`src/rtl/snow3g_pkg.sv`:
```
// ---------------------------------------------------------------------------
// snow3g_pkg
// Shared definitions for the SNOW 3G keystream sequencing controller.
//   ks_state_e      : controller state encoding
//   INIT_ROUNDS_DEF : default number of initialisation-mode clockings
//   KS_WORD_W       : width of a keystream word z
// ---------------------------------------------------------------------------
package snow3g_pkg;

   localparam int INIT_ROUNDS_DEF = 32;
   localparam int KS_WORD_W       = 32;

   // Widest STEP_LAT the step timer supports (1..15 fits a 4-bit counter).
   localparam int STEP_LAT_MAX    = 15;
   localparam int LAT_W           = 4;

   typedef enum logic [2:0] {
      KS_IDLE   = 3'd0,
      KS_LOAD   = 3'd1,
      KS_INIT   = 3'd2,
      KS_DISC   = 3'd3,
      KS_GEN    = 3'd4,
      KS_SETTLE = 3'd5,
      KS_OUT    = 3'd6,
      KS_DONE   = 3'd7
   } ks_state_e;

endpackage

```
`src/rtl/snow3g_step_timer.sv`:
```
// ---------------------------------------------------------------------------
// snow3g_step_timer
// Slot timer for the keystream controller. lat_cnt walks 0..STEP_LAT-1 while
// enabled and wraps, so consecutive slots follow each other without a gap.
// Held at 0 while clr_i is high so every phase starts on a fresh slot.
//   clk_i   : clock
//   rst_i   : synchronous active-high reset
//   clr_i   : force lat_cnt to 0
//   en_i    : advance lat_cnt
//   first_o : lat_cnt == 0 (slot start, where a step pulse belongs)
//   last_o  : lat_cnt == STEP_LAT-1 (slot expires at this edge)
// ---------------------------------------------------------------------------
module snow3g_step_timer
   import snow3g_pkg::*;
#(
   parameter int STEP_LAT = 1
) (
   input  logic clk_i,
   input  logic rst_i,
   input  logic clr_i,
   input  logic en_i,
   output logic first_o,
   output logic last_o
);

   localparam logic [LAT_W-1:0] LAT_LAST = LAT_W'(STEP_LAT - 1);

   logic [LAT_W-1:0] lat_cnt_q;
   logic [LAT_W-1:0] lat_cnt_d;

   assign first_o = (lat_cnt_q == '0);
   assign last_o  = (lat_cnt_q == LAT_LAST);

   always_comb begin
      lat_cnt_d = lat_cnt_q;
      if (clr_i) begin
         lat_cnt_d = '0;
      end else if (en_i) begin
         lat_cnt_d = last_o ? '0 : lat_cnt_q + LAT_W'(1);
      end
   end

   always_ff @(posedge clk_i) begin
      if (rst_i) begin
         lat_cnt_q <= '0;
      end else begin
         lat_cnt_q <= lat_cnt_d;
      end
   end

endmodule

```
`src/rtl/snow3g_ks_ctrl.sv`:
```
// ---------------------------------------------------------------------------
// snow3g_ks_ctrl
// Sequencer for the SNOW 3G keystream datapath: key/IV load, INIT_ROUNDS
// initialisation clockings, one discarded keystream clocking, then len_words
// keystream words presented on a valid/ready interface. Every datapath
// clocking is followed by STEP_LAT cycles before its outputs are trusted.
//
// state  | meaning
// IDLE   | waiting for start; len_words latched on start
// LOAD   | key_load + fsm_clr pulse (one cycle)
// INIT   | INIT_ROUNDS slots, step with init_mode=1 at each slot start
// DISC   | one slot, keystream-mode step whose z is thrown away
// GEN    | one keystream-mode step
// SETTLE | wait STEP_LAT cycles, capture z on the last one
// OUT    | ks_valid held until the consumer takes the word
// DONE   | done pulse, then back to IDLE
//
// Ports:
//   clk_i        : clock, rising edge
//   rst_i        : synchronous active-high reset
//   start_i      : begin a session (IDLE only)
//   len_words_i  : keystream words to produce, latched with start
//   ks_word_in_i : keystream word z from the datapath
//   ks_ready_i   : consumer accepts ks_word_o
//   key_load_o   : load K/IV into the LFSR
//   fsm_clr_o    : clear R1/R2/R3, coincident with key_load_o
//   step_o       : clock LFSR and FSM once
//   init_mode_o  : feed F back into the LFSR on this step
//   ks_word_o    : registered keystream word
//   ks_valid_o   : ks_word_o valid
//   busy_o       : session in progress
//   done_o       : session finished (one cycle)
// ---------------------------------------------------------------------------
module snow3g_ks_ctrl
   import snow3g_pkg::*;
#(
   parameter int INIT_ROUNDS = INIT_ROUNDS_DEF,
   parameter int STEP_LAT    = 1,
   parameter int CNT_W       = 16
) (
   input  logic                 clk_i,
   input  logic                 rst_i,
   input  logic                 start_i,
   input  logic [CNT_W-1:0]     len_words_i,
   input  logic [KS_WORD_W-1:0] ks_word_in_i,
   input  logic                 ks_ready_i,
   output logic                 key_load_o,
   output logic                 fsm_clr_o,
   output logic                 step_o,
   output logic                 init_mode_o,
   output logic [KS_WORD_W-1:0] ks_word_o,
   output logic                 ks_valid_o,
   output logic                 busy_o,
   output logic                 done_o
);

   localparam logic [2:0] S_IDLE   = KS_IDLE;
   localparam logic [2:0] S_LOAD   = KS_LOAD;
   localparam logic [2:0] S_INIT   = KS_INIT;
   localparam logic [2:0] S_DISC   = KS_DISC;
   localparam logic [2:0] S_GEN    = KS_GEN;
   localparam logic [2:0] S_SETTLE = KS_SETTLE;
   localparam logic [2:0] S_OUT    = KS_OUT;
   localparam logic [2:0] S_DONE   = KS_DONE;

   localparam int               RND_W    = $clog2(INIT_ROUNDS) + 1;
   localparam logic [RND_W-1:0] RND_LAST = RND_W'(INIT_ROUNDS - 1);

   logic [2:0]           state_q,  state_d;
   logic [RND_W-1:0]     rnd_q,    rnd_d;
   logic [CNT_W-1:0]     rem_q,    rem_d;
   logic [KS_WORD_W-1:0] word_q,   word_d;
   logic                 valid_q,  valid_d;

   logic tmr_en;
   logic slot_first;
   logic slot_last;

   // Only the slot-based phases run the timer; elsewhere it is parked at 0
   // so the next slot-based phase always begins at lat_cnt=0.
   assign tmr_en = (state_q == S_INIT) || (state_q == S_DISC) ||
                   (state_q == S_SETTLE);

   snow3g_step_timer #(
      .STEP_LAT (STEP_LAT)
   ) u_step_timer (
      .clk_i   (clk_i),
      .rst_i   (rst_i),
      .clr_i   (~tmr_en),
      .en_i    (tmr_en),
      .first_o (slot_first),
      .last_o  (slot_last)
   );

   always_comb begin
      state_d = state_q;
      rnd_d   = rnd_q;
      rem_d   = rem_q;
      word_d  = word_q;
      valid_d = valid_q;
      case (state_q)
         S_IDLE: begin
            if (start_i) begin
               rem_d   = len_words_i;
               state_d = S_LOAD;
            end
         end
         S_LOAD: begin
            rnd_d   = '0;
            state_d = S_INIT;
         end
         S_INIT: begin
            if (slot_last) begin
               if (rnd_q == RND_LAST) begin
                  state_d = S_DISC;
               end else begin
                  rnd_d = rnd_q + RND_W'(1);
               end
            end
         end
         S_DISC: begin
            if (slot_last) begin
               state_d = (rem_q == '0) ? S_DONE : S_GEN;
            end
         end
         S_GEN: begin
            state_d = S_SETTLE;
         end
         S_SETTLE: begin
            if (slot_last) begin
               word_d  = ks_word_in_i;
               valid_d = 1'b1;
               state_d = S_OUT;
            end
         end
         S_OUT: begin
            // rem_q is never 0 here, so the decrement cannot wrap.
            if (ks_ready_i) begin
               valid_d = 1'b0;
               rem_d   = rem_q - CNT_W'(1);
               state_d = (rem_q == CNT_W'(1)) ? S_DONE : S_GEN;
            end
         end
         S_DONE: begin
            state_d = S_IDLE;
         end
         default: begin
            state_d = S_IDLE;
            valid_d = 1'b0;
         end
      endcase
   end

   always_ff @(posedge clk_i) begin
      if (rst_i) begin
         state_q <= S_IDLE;
         rnd_q   <= '0;
         rem_q   <= '0;
         word_q  <= '0;
         valid_q <= 1'b0;
      end else begin
         state_q <= state_d;
         rnd_q   <= rnd_d;
         rem_q   <= rem_d;
         word_q  <= word_d;
         valid_q <= valid_d;
      end
   end

   assign key_load_o  = (state_q == S_LOAD);
   assign fsm_clr_o   = (state_q == S_LOAD);
   assign step_o      = (((state_q == S_INIT) || (state_q == S_DISC)) && slot_first) ||
                        (state_q == S_GEN);
   assign init_mode_o = (state_q == S_INIT) && slot_first;
   assign ks_word_o   = word_q;
   assign ks_valid_o  = valid_q;
   assign busy_o      = (state_q != S_IDLE);
   assign done_o      = (state_q == S_DONE);

endmodule

```
`config.mk`:
```
export PLATFORM = sky130hd
export DESIGN_NAME = snow3g_ks_ctrl
export DESIGN_NICKNAME = d
export VERILOG_FILES = /design/src/rtl/snow3g_pkg.sv /design/src/rtl/snow3g_step_timer.sv /design/src/rtl/snow3g_ks_ctrl.sv
export SDC_FILE = /design/constraint.sdc
export NUM_CORES = 1
export LEC_CHECK = 0
export ABC_AREA = 0
export CAP_MARGIN = 25
export CORE_MARGIN = 4
export CORE_UTILIZATION = 60
export DETAILED_ROUTE_END_ITERATION = 8
export DONT_BUFFER_PORTS = 1
export HOLD_SLACK_MARGIN = 0.12
export PLACE_DENSITY = 0.79
export SETUP_SLACK_MARGIN = 0.05
export SYNTH_ARGS = -nofsm -noshare
export SYNTH_HDL_FRONTEND = slang
export SYNTH_HIERARCHICAL = 1
export SYNTH_SLANG_ARGS = --single-unit
export TNS_END_PERCENT = 5
```
`constraint.sdc`:
```
create_clock -name clk_i -period 2.7 [get_ports clk_i]
set_input_delay 0.27 -clock clk_i [delete_from_list [all_inputs] [get_ports clk_i]]
set_output_delay 0.27 -clock clk_i [all_outputs]
set_load 0.05 [all_outputs]
```
---- After elaboration in Yosys (flattened, before gate mapping) ----
Index checks and enable logic that the tools add are counted.
W data, S select, Z words.
word-level totals
  bits of input ports ..................... 52
  word-level logic and storage cells ...... 62
  flip-flop bits (word level) ............. 62
operators by class
  add/subtract/negate cells ............... 3
  reductions and logical operators ........ 18
  bitwise logic cells ..................... 1
  eq/ne operators ......................... 16
  muxes and demuxes ....................... 18
operators with widths
  kind                     number
  $mux W16                 2
  $pmux W16 S2             1
  $pmux W3 S8              1
  $mux W3                  6
  $eq A16 B1 Y1 const B    1
  $logic_not A16 Y1        1
  $sub A16 B1 Y16 const B  1
  $eq A3 B3 Y1 const B     4
  $mux W6                  2
  $ne A2 B2 Y1 const B     6
  $pmux W6 S2              1
  $reduce_and A3 Y1        3
  $add A6 B1 Y6 const B    1
  $eq A3 B2 Y1 const B     2
  $eq A6 B5 Y1 const B     1
  $reduce_and A6 Y1        1
  $reduce_bool A2 Y1       3
  $add A4 B1 Y4 const B    1
  $logic_not A4 Y1         1
  $mux W2                  2
  $eq A3 B1 Y1 const B     1
  $logic_not A3 Y1         1
  $logic_or A1 B1 Y1       3
  $reduce_bool A3 Y1       1
  other kinds (7)          9

---- Depth between registers and ports, before layout ----
Gate-level depths: netlist (run 1).
  depth in word-level cells ............... 5
  depth in mapped cells ................... 9
  mapped depth without buffers ............ 7

---- By module ----
Netlist (run 1), hierarchy kept.
by module, submodules not included
  module             area an instance (µm²)  instances  cells each
  snow3g_ks_ctrl     2751.4                  1          356
  snow3g_step_timer  203.9                   1          21

---- Worst setup path before layout (run 1) ----
No wires, ideal clock.
  path type ............................... register to output
  start point ............................. register u_step_timer.lat_cnt_q[0]
  end point ............................... output port step_o
  arrival ................................. 1.870 ns
  path slack .............................. 0.560 ns
  buffers on the path ..................... 0
  required time ........................... 2.430 ns
  stages on the path, launching flop included .. 6
  path through ............................ dfxtp_1 inv_1 ha_1 nor3b_2 nand2_1 o21ai_0
between the ends
  cells in the longest elaborated chain, start to end .. 3
ends and longest elaborated chain
  item                    line                     text
  from (decl)             snow3g_step_timer.sv:28  logic [LAT_W-1:0] lat_cnt_q;
  from (signal assigned)  snow3g_step_timer.sv:47  lat_cnt_q <= lat_cnt_d;
  $logic_not A4 Y1        snow3g_step_timer.sv:31  assign first_o = (lat_cnt_q == '0);
  via slot_first          snow3g_ks_ctrl.sv:76     logic slot_first;
  $logic_and A1 B1 Y1     snow3g_ks_ctrl.sv:172    assign step_o = (((state_q == S_INIT) || (state_q == S_DISC)) && slot_first) ||
  $logic_or A1 B1 Y1      snow3g_ks_ctrl.sv:172
  to (decl)               snow3g_ks_ctrl.sv:49     output logic step_o,
The timed path passes the listed nets, and every way through them passes these cells.

---- Worst setup path after layout (run 1) ----
  start point ............................. register rem_q[5]
  end point ............................... register rem_q[13]
between the ends
  cells in the longest elaborated chain, start to end .. 3
ends and longest elaborated chain
  item                    line                   text
  from (decl)             snow3g_ks_ctrl.sv:71   logic [CNT_W-1:0] rem_q, rem_d;
  from (signal assigned)  snow3g_ks_ctrl.sv:164  rem_q <= rem_d;
  $sub A16 B1 Y16         snow3g_ks_ctrl.sv:140  rem_d = rem_q - CNT_W'(1);
  $mux W16                snow3g_ks_ctrl.sv:138  if (ks_ready_i) begin
  $pmux W16 S2            snow3g_ks_ctrl.sv:101  case (state_q)
Every way passes these cells. The select of a mux whose other input is x is not followed.
A chain may end at the register's enable or synchronous reset.

==> results.sh, run 1 <==
export IMPL_outcome="finished, final reports clean"
export IMPL_cp_data_arrival_time_ns=2.78
export IMPL_cp_start_kind="flip-flop"
export IMPL_worstPathRequired_ns=2.98
export IMPL_leakage_nw=1.25
export IMPL_place_area_sq_mm=0.00299
export IMPL_num_nets_final=463
export IMPL_combPwrFrac_pct=36.1
export IMPL_vias_per_cell=5.88
export IMPL_yosysMostFrequentCell="nand2_1"
export IMPL_synth_ff_type="dfxtp_1"
export IMPL_clock_skew_ns=0.00948
export IMPL_cpPeakStageDelay_ns=0.57
export IMPL_setup_tns_ns=0
export IMPL_avgSynthCellArea_sq_um=7.84
export IMPL_grt_pass1_vias=2666
export IMPL_finalHoldViolations=0
export IMPL_stdcell_count=478
export IMPL_synth_top_area_cell="dfxtp_1"
export IMPL_crit_chain="nor4_2 -> nand2b_1 -> nand2b_1 -> or4_1 -> a31oi_1 -> dlygate4sd3_1"
export IMPL_std_cell_rows=25
export IMPL_max_slew_margin_pct=51.4
export IMPL_cpMostUsedCell="nand2b_1"
export IMPL_drt_drc_violations_left=0
export IMPL_synth_area_top_cells="dfxtp_1 (42%), nand2_1 (11%), a21oi_1 (8.0%)"
export IMPL_htree_num_levels=3
export IMPL_place_inst=426
export IMPL_initial_core_util_pct=62.2
export IMPL_post_dp_hpwl_mm=4.58
export IMPL_rsz0062_at_grt="no"
export IMPL_clock_power_share_pct=24.7
export IMPL_cts_inserted_buffers=9
export IMPL_clkLatencyLatePin_ns=0.33
export IMPL_via_count=2813
export IMPL_grt_max_degree=57
export IMPL_antenna_cells=0
export IMPL_cts_num_sinks=62
export IMPL_synth_edf_count=0
export IMPL_vdd_drop_max_mv=0.536
export IMPL_max_cap_violations=0
export IMPL_die_y_microns=78.2
export IMPL_fmax_mhz=400
export IMPL_ant_nets=0
export IMPL_async_flop_share_pct=0
export IMPL_netlist_area_leader_share_pct=42.0
export IMPL_ys_seq_area_share_pct=42.0
export IMPL_ys_types=52
export IMPL_finalWeightedCongestion=0.878
export IMPL_port_buffers=0
export IMPL_drt_total_wl_mm=7.66
export IMPL_seqPwrFrac_pct=39.2
export IMPL_cts_root_buffer="clkbuf_8"
export IMPL_p_int_mw=1.87
export IMPL_setup_viol=0
export IMPL_grt_use_total_pct=26.0
export IMPL_ioPinCount=91
export IMPL_fin_crit_ns=2.50
export IMPL_die_x_microns=78.2
export IMPL_synth_area_sq_mm=0.00296
export IMPL_synthCells=377
export IMPL_switchingPower_mw=1.24
export IMPL_grt_overflow_total=0
export IMPL_power_density_mw_per_mm2=879
export IMPL_dieArea_sq_mm=0.00611
export IMPL_drt_iter0_markers=307
export IMPL_slew_violations=0
export IMPL_drive_gt1_share_pct=8.03
export IMPL_worst_setup_path_end_kind="flip-flop"
export IMPL_syn_num_nets=434
export IMPL_hold_path_class="input pin to flip-flop"
export IMPL_design_power_total_mw=3.12
export IMPL_core_area_sq_mm=0.00475
export IMPL_dr_pass1_iters=4
export IMPL_cts_tree="built"
export IMPL_grt_pass1_wl_mm=12.6
export IMPL_clkTransAtPathRegs_ns=0.07
export IMPL_synth_cells_most_frequent="nand2_1 (84), dfxtp_1 (62), a21oi_1 (47)"
export IMPL_min_period_over_period_pct=92.6
export IMPL_max_slew_worst_pin_slew_ns=0.726
export IMPL_antenna_found_initial=0
export IMPL_hold_slack_ns=0.154
export IMPL_swShare_pct=39.8
export IMPL_path_class="flip-flop to flip-flop"
export IMPL_cpMaxStageDelayCell="dlygate4sd3_1"
export IMPL_synth_warnings=6
export IMPL_path_max_fanout=6
export IMPL_final_area_sq_mm=0.00355
export IMPL_cts_max_path_buffers=2
export IMPL_syn_to_final_growth_pct=20.0
export IMPL_post_drt_wl_per_cell_microns=16.0
export IMPL_synth_seq_cells=62
==> cell families after synthesis <==
family                   count (synthesis)  share of synthesized area (%)
AND/OR/NAND/NOR                        170                           28.2
AO/OA/AOI/OAI                           91                           18.5
flip-flops                              62                           42.0
buffers and inverters                   36                           5.04
XOR/XNOR                                 9                           2.67
adder cells (fa/ha/maj)                  5                           2.12
multiplexers                             4                           1.40
==> metrics by stage <==
step / setup WS, ns / utilization [%]
2_1_floorplan: 0.560 / -
3_3_place_gp: 0.728 / 62.9
3_5_place_dp: 0.649 / 62.9
4_1_cts: 0.203 / 74.6
5_1_grt: 0.0549 / 74.6
6_report: 0.199 / 74.6
==> critical path, delay by kind of cell, from the launching register on <==
family | cells | cell delay, ns
AND/OR/NAND/NOR | 4 | 1.36
buffers and inverters | 1 | 0.57
flip-flops | 1 | 0.37
AO/OA/AOI/OAI | 1 | 0.15
==> layout make-up <==
| type | count | area (sq um) |
|---|---|---|
| Multi-Input combinational cell | 279 | 1570 |
| Sequential cell | 62 | 1240 |
| Fill cell | 344 | 1210 |
| Timing Repair Buffer | 45 | 438 |
| Clock buffer | 12 | 135 |
| Tap cell | 67 | 83.8 |
| Clock inverter | 4 | 47.5 |
| Inverter | 9 | 33.8 |
==> repair_timing <==
item                                   CTS  global route
setup buffers                            0             0
resized for setup                        0             1
setup endpoints to repair                0             1
endpoints found under the hold margin   54             0
hold buffers                            36             0
==> path summary, 6_finish.rpt <==
check / to / cells after the start / slack, ns / startpoint
hold / removal: u_step_timer/lat_cnt_q[2] / 2 / 0.15 / rst_i
hold reg to reg: rem_q[8] / 2 / 0.50 / rem_q[8]
setup reg to reg: rem_q[13] / 6 / 0.20 / rem_q[5]
setup / recovery: rem_q[13] / 6 / 0.20 / rem_q[5]
==> power groups by stage <==
stage               registers (mW)  logic [mW]  clock network [mW]
floorplan                     1.18       0.910                   0
global placement              1.23        1.02                   0
detailed placement            1.24        1.04                   0
CTS                           1.22        1.11               0.784
global route                  1.24        1.23               0.822
finish                        1.22        1.12               0.770
==> cell usage in the layout (no fill, tap or decap), types with 2 or more instances in the layout <==
master / instances
nor2_1: 24
a21o_1: 2
a211oi_1: 8
o21ai_1: 3
o311ai_1: 2
clkbuf_1: 3
a31oi_1: 7
a22oi_1: 3
nor3b_2: 2
buf_4: 9
o211ai_1: 2
a21oi_1: 47
xnor2_1: 7
nand2_1: 84
nand4_1: 3
inv_1: 9
xor2_1: 2
dfxtp_1: 62
and2_1: 2
nand3_1: 9
or3_1: 4
and3_1: 4
o31ai_1: 4
o21ai_0: 5
nor2b_1: 3
mux2i_1: 3
clkbuf_8: 9
or4_1: 2
clkinv_2: 2
nand3b_1: 2
nor4_2: 2
nor3_1: 8
dlygate4sd3_1: 35
nand2b_1: 9
nand4b_1: 3
ha_1: 5
==> registers in the layout (all words and copies together), names as in the netlist <==
register / count
ks_valid_o: 1
ks_word_o: 32
rem_q: 16
rnd_q: 6
state_q: 3
u_step_timer/lat_cnt_q: 4
==> routing by layer <==
| layer | routed length [microns] | vias to the layer above | track usage [%] | share of wire (%) |
|---|---|---|---|---|
| li1 | - | 1369 | - | - |
| met1 | 3050 | 1295 | 30.9 | 40 |
| met2 | 3690 | 134 | 42.2 | 48 |
| met3 | 792 | 15 | 9.75 | 10 |
| met4 | 137 | 0 | 10.8 | 1.8 |
| met5 | 0 | - | 0 | 0 |
Note: power is estimated with default switching activity, not from simulation.
==> inputs of run 2 (changes only) <==
Settings changed: REMOVE_ABC_BUFFERS set to 1.
==> results.sh, run 2 (synthesized netlist as in run 1, its figures left out) <==
export IMPL_hold_path_class="input pin to flip-flop"
export IMPL_mostFrequentLayoutCells="nand2_1 (84), dfxtp_1 (62), a21oi_1 (47), dlygate4sd3_1 (35), nor2_1 (24)"
export IMPL_rsz0062_at_grt="no"
export IMPL_clock_skew_ns=0.0137
export IMPL_via_count=2763
export IMPL_min_period_over_period_pct=86.6
export IMPL_cpMaxStageDelayCell="dlygate4sd3_1"
export IMPL_grt_max_degree=56
export IMPL_path_max_fanout=32
export IMPL_ioPinCount=91
export IMPL_post_drt_wl_per_cell_microns=16.4
export IMPL_setup_viol=0
export IMPL_crit_family="buffers and inverters"
export IMPL_cts_tree="built"
export IMPL_drt_drc_violations_left=0
export IMPL_num_nets_final=463
export IMPL_largest_reg_flops=32
export IMPL_fin_crit_ns=2.34
export IMPL_worstPathRequired_ns=2.99
export IMPL_htree_num_levels=3
export IMPL_fill_cells=358
export IMPL_fin_util_pct=74.4
export IMPL_outcome="finished, final reports clean"
export IMPL_clkTransAtPathRegs_ns=0.08
export IMPL_finalWeightedCongestion=0.839
export IMPL_leakage_nw=1.24
export IMPL_ant_nets=0
export IMPL_initial_core_util_pct=62.2
export IMPL_grt_pass1_vias=2646
export IMPL_vdd_drop_max_mv=0.564
export IMPL_cts_max_path_buffers=2
export IMPL_grt_overflow_total=0
export IMPL_cts_inserted_buffers=9
export IMPL_path_class="flip-flop to flip-flop"
export IMPL_fmax_mhz=428
export IMPL_setup_tns_ns=0
export IMPL_worst_path_buf_inv=3
export IMPL_die_x_microns=78.2
export IMPL_std_cell_rows=25
export IMPL_cts_root_buffer="clkbuf_8"
export IMPL_cts_num_sinks=62
export IMPL_vias_per_cell=5.78
export IMPL_core_area_sq_mm=0.00475
export IMPL_power_density_mw_per_mm2=860
export IMPL_dr_pass1_iters=5
export IMPL_antenna_found_initial=0
export IMPL_max_slew_worst_pin_slew_ns=0.739
export IMPL_post_dp_hpwl_mm=4.53
export IMPL_drt_total_wl_mm=7.84
export IMPL_antenna_cells=0
export IMPL_mostFrequentLayoutCell="nand2_1"
export IMPL_drt_iter0_markers=187
export IMPL_grt_use_total_pct=25.7
export IMPL_port_buffers=0
export IMPL_worst_setup_path_end_kind="flip-flop"
export IMPL_slew_violations=0
export IMPL_cp_start_kind="flip-flop"
export IMPL_die_y_microns=78.2
export IMPL_dieArea_sq_mm=0.00611
export IMPL_cpPeakStageDelay_ns=0.56
export IMPL_design_power_total_mw=3.04
export IMPL_clkLatencyLatePin_ns=0.34
export IMPL_max_cap_violations=0
export IMPL_grt_pass1_wl_mm=12.3
export IMPL_finalHoldViolations=0
export IMPL_max_slew_margin_pct=50.6
export IMPL_syn_to_final_growth_pct=19.6
export IMPL_crit_chain="inv_1 -> ha_1 -> nor3b_2 -> and3_1 -> buf_4 -> nand2_1 -> a21oi_1 -> dlygate4sd3_1"
export IMPL_drive_gt1_share_pct=8.52
export IMPL_cp_data_arrival_time_ns=2.63
## run 2: layer usage
metal,part of all wire [%],routed length [microns],vias up,global-route usage [%]
li1,-,-,1368,-
met1,38,2960,1279,28.4
met2,53,4130,93,45.4
met3,5.7,448,23,5.50
met4,3.8,300,0,14.5
met5,0,0,-,0
## run 2: final timing paths
kind                             startpoint       endpoint  slack, ns  cells after the start
setup / recovery  u_step_timer/lat_cnt_q[0]  ks_word_o[16]       0.36                      8
hold / removal              len_words_i[13]      rem_q[13]       0.13                      2
setup reg to reg  u_step_timer/lat_cnt_q[0]  ks_word_o[16]       0.36                      8
hold reg to reg                    rem_q[8]       rem_q[8]       0.51                      2
## run 2: area by class of cell
type / count / area, sq um / share of cell area (%)
Sequential cell: 62 / 1240 / 35.1
Tap cell: 67 / 83.8 / 2.37
Timing Repair Buffer: 45 / 438 / 12.4
Inverter: 9 / 33.8 / 0.955
Clock buffer: 9 / 124 / 3.50
Multi-Input combinational cell: 279 / 1570 / 44.3
Clock inverter: 7 / 50.0 / 1.42
## run 2: power by group
group | total [mW] | leakage (nW) | switching (mW) | internal [mW]
clock network | 0.719 | 0.0816 | 0.385 | 0.333
logic | 1.12 | 0.654 | 0.700 | 0.417
registers | 1.20 | 0.503 | 0.186 | 1.02
total | 3.04 | 1.24 | 1.27 | 1.77
## run 2: stage by stage
step,cells,area [sq um],worst slack [ns],hold slack (ns)
after floorplan,350,2840,0.403,0.339
after global placement,426,2990,0.704,0.343
after detailed placement,426,2990,0.665,0.346
after CTS,478,3540,0.420,0.126
after global routing,478,3540,0.154,0.135
final,478,3540,0.362,0.126
## run 2: worst register-to-register path: stages, from the launching register on
cell,delay (ns)
dfxtp_1,0.34
inv_1,0.07
ha_1,0.13
nor3b_2,0.44
and3_1,0.23
buf_4,0.31
nand2_1,0.10
a21oi_1,0.12
dlygate4sd3_1,0.56
## run 2: repair_timing
action | in CTS | in global routing
gates resized for setup | 0 | 0
hold endpoints to repair | 54 | 0
hold buffers | 36 | 0
buffers inserted | 0 | 0
endpoints found under the setup margin | 0 | 0
==> inputs of run 3 (changes only) <==
Clock period 2.7 ns to 3 ns, I/O delays scaled along.
==> results.sh, run 3 (synthesized netlist as in run 1, its figures left out) <==
export IMPL_mostFrequentLayoutCell="nand2_1"
export IMPL_crit_start="u_step_timer/lat_cnt_q[0]"
export IMPL_slew_violations=0
export IMPL_grt_max_degree=54
export IMPL_antenna_found_initial=0
export IMPL_core_area_sq_mm=0.00475
export IMPL_fill_cells=350
export IMPL_place_inst=422
export IMPL_cts_tree="built"
export IMPL_combPwrFrac_pct=33.3
export IMPL_swShare_pct=39.2
export IMPL_via_count=2779
export IMPL_rsz0062_at_grt="no"
export IMPL_cts_setup_buffers=0
export IMPL_cp_data_arrival_time_ns=2.97
export IMPL_syn_to_final_growth_pct=18.6
export IMPL_clock_power_share_pct=27.9
export IMPL_ctsResizeCount=0
export IMPL_num_nets_final=455
export IMPL_outcome="finished, final reports clean"
export IMPL_post_drt_wl_per_cell_microns=16.6
export IMPL_r2r_start="u_step_timer/lat_cnt_q[0]"
export IMPL_leakage_nw=1.23
export IMPL_setup_tns_ns=0
export IMPL_drt_total_wl_mm=7.81
export IMPL_clkLatencyLatePin_ns=0.34
export IMPL_path_class="flip-flop to flip-flop"
export IMPL_max_slew_margin_pct=42.3
export IMPL_worst_setup_path_end_kind="flip-flop"
export IMPL_cts_max_path_buffers=2
export IMPL_antenna_cells=0
export IMPL_worstPathRequired_ns=3.29
export IMPL_vdd_drop_max_mv=0.740
export IMPL_htree_num_levels=3
export IMPL_largest_reg_flops=32
export IMPL_drt_drc_violations_left=0
export IMPL_ant_nets=0
export IMPL_hold_start="rst_i"
export IMPL_die_x_microns=78.2
export IMPL_max_slew_worst_pin_slew_ns=0.854
export IMPL_grt_pass1_wl_mm=12.3
export IMPL_seqPwrFrac_pct=38.8
export IMPL_drive_gt1_share_pct=7.44
export IMPL_std_cell_rows=25
export IMPL_hold_path_class="input pin to flip-flop"
export IMPL_mostFrequentLayoutCells="nand2_1 (84), dfxtp_1 (62), a21oi_1 (47), dlygate4sd3_1 (31), nor2_1 (24)"
export IMPL_port_buffers=0
export IMPL_cts_root_buffer="clkbuf_8"
export IMPL_die_y_microns=78.2
export IMPL_setup_viol=0
export IMPL_post_dp_hpwl_mm=4.49
export IMPL_finalHoldViolations=0
export IMPL_dieArea_sq_mm=0.00611
export IMPL_grt_overflow_total=0
export IMPL_grt_pass1_vias=2627
export IMPL_ioPinCount=91
export IMPL_fmax_mhz=372
export IMPL_finalWeightedCongestion=0.840
export IMPL_vias_per_cell=5.91
export IMPL_cp_start_kind="flip-flop"
export IMPL_grt_use_total_pct=25.4
export IMPL_multiInputGateArea_sq_mm=0.00157
export IMPL_path_max_fanout=21
export IMPL_drt_iter0_markers=279
export IMPL_max_cap_violations=0
export IMPL_cts_num_sinks=62
export IMPL_switchingPower_mw=1.12
export IMPL_min_period_over_period_pct=89.5
export IMPL_cts_inserted_buffers=9
export IMPL_initial_core_util_pct=62.2
export IMPL_clkTransAtPathRegs_ns=0.08
export IMPL_power_density_mw_per_mm2=818
export IMPL_p_int_mw=1.74
export IMPL_fin_crit_ns=2.69
export IMPL_seq_area_sq_mm=0.00124
export IMPL_stdcell_count=470
export IMPL_dr_pass1_iters=5
export IMPL_clock_skew_ns=0.00962
-- run 3: area by class of cell --
| type | instances | share of cell area [%] |
|---|---|---|
| repair buffers | 37 | 10.5 |
| inverters | 9 | 0.964 |
| flip-flops and latches | 62 | 35.4 |
| clock inverters | 6 | 2.46 |
| clock buffers | 10 | 3.64 |
| well taps | 67 | 2.39 |
| multi-input cells | 279 | 44.6 |
-- run 3: per-stage QoR --
stage	instance area [sq um]	hold slack [ns]	setup WS (ns)	utilization, %	power [mW]
3_3_place_gp	2960	0.373	0.901	62.3	2.00
4_1_cts	3510	0.121	0.413	73.7	2.86
6_report	3510	0.124	0.315	73.7	2.87
5_1_grt	3510	0.128	0.163	73.7	3.01
2_1_floorplan	2840	0.369	0.673	-	1.83
3_5_place_dp	2960	0.374	0.846	62.3	2.02
-- run 3: path summary, 6_finish.rpt --
kind,endpoint,slack (ns),cells past startpoint
setup / recovery,ks_word_o[22],0.31,8
hold / removal,rem_q[14],0.12,2
setup reg to reg,ks_word_o[22],0.31,8
hold reg to reg,rem_q[9],0.51,2
-- run 3: critical path, stage by stage (launching register included) --
cell and delay, ns:
dfxtp_1 0.35, inv_1 0.07, ha_1 0.13, nor3b_2 0.43
and3_1 0.51, buf_4 0.33, nand2_1 0.10, a21oi_1 0.15
dlygate4sd3_1 0.56
-- run 3: power by group through the flow --
stage | clock, mW | sequential, mW | combinational, mW
2_1_floorplan | 0 | 1.09 | 0.734
3_3_place_gp | 0 | 1.12 | 0.878
3_5_place_dp | 0 | 1.13 | 0.890
4_1_cts | 0.807 | 1.11 | 0.941
5_1_grt | 0.841 | 1.13 | 1.04
6_report | 0.800 | 1.11 | 0.954
-- run 3: repair_timing --
| item | CTS | global route |
|---|---|---|
| hold buffers | 32 | 0 |
| endpoints found under the setup margin | 0 | 0 |
| hold endpoints to repair | 53 | 0 |
-- run 3: per-layer routing --
layer	share of wire (%)	vias up	track usage (%)
li1	-	1352	-
met1	40	1290	28.6
met2	49	113	43.9
met3	7.3	24	6.77
met4	3.5	0	13.1
met5	0	-	0
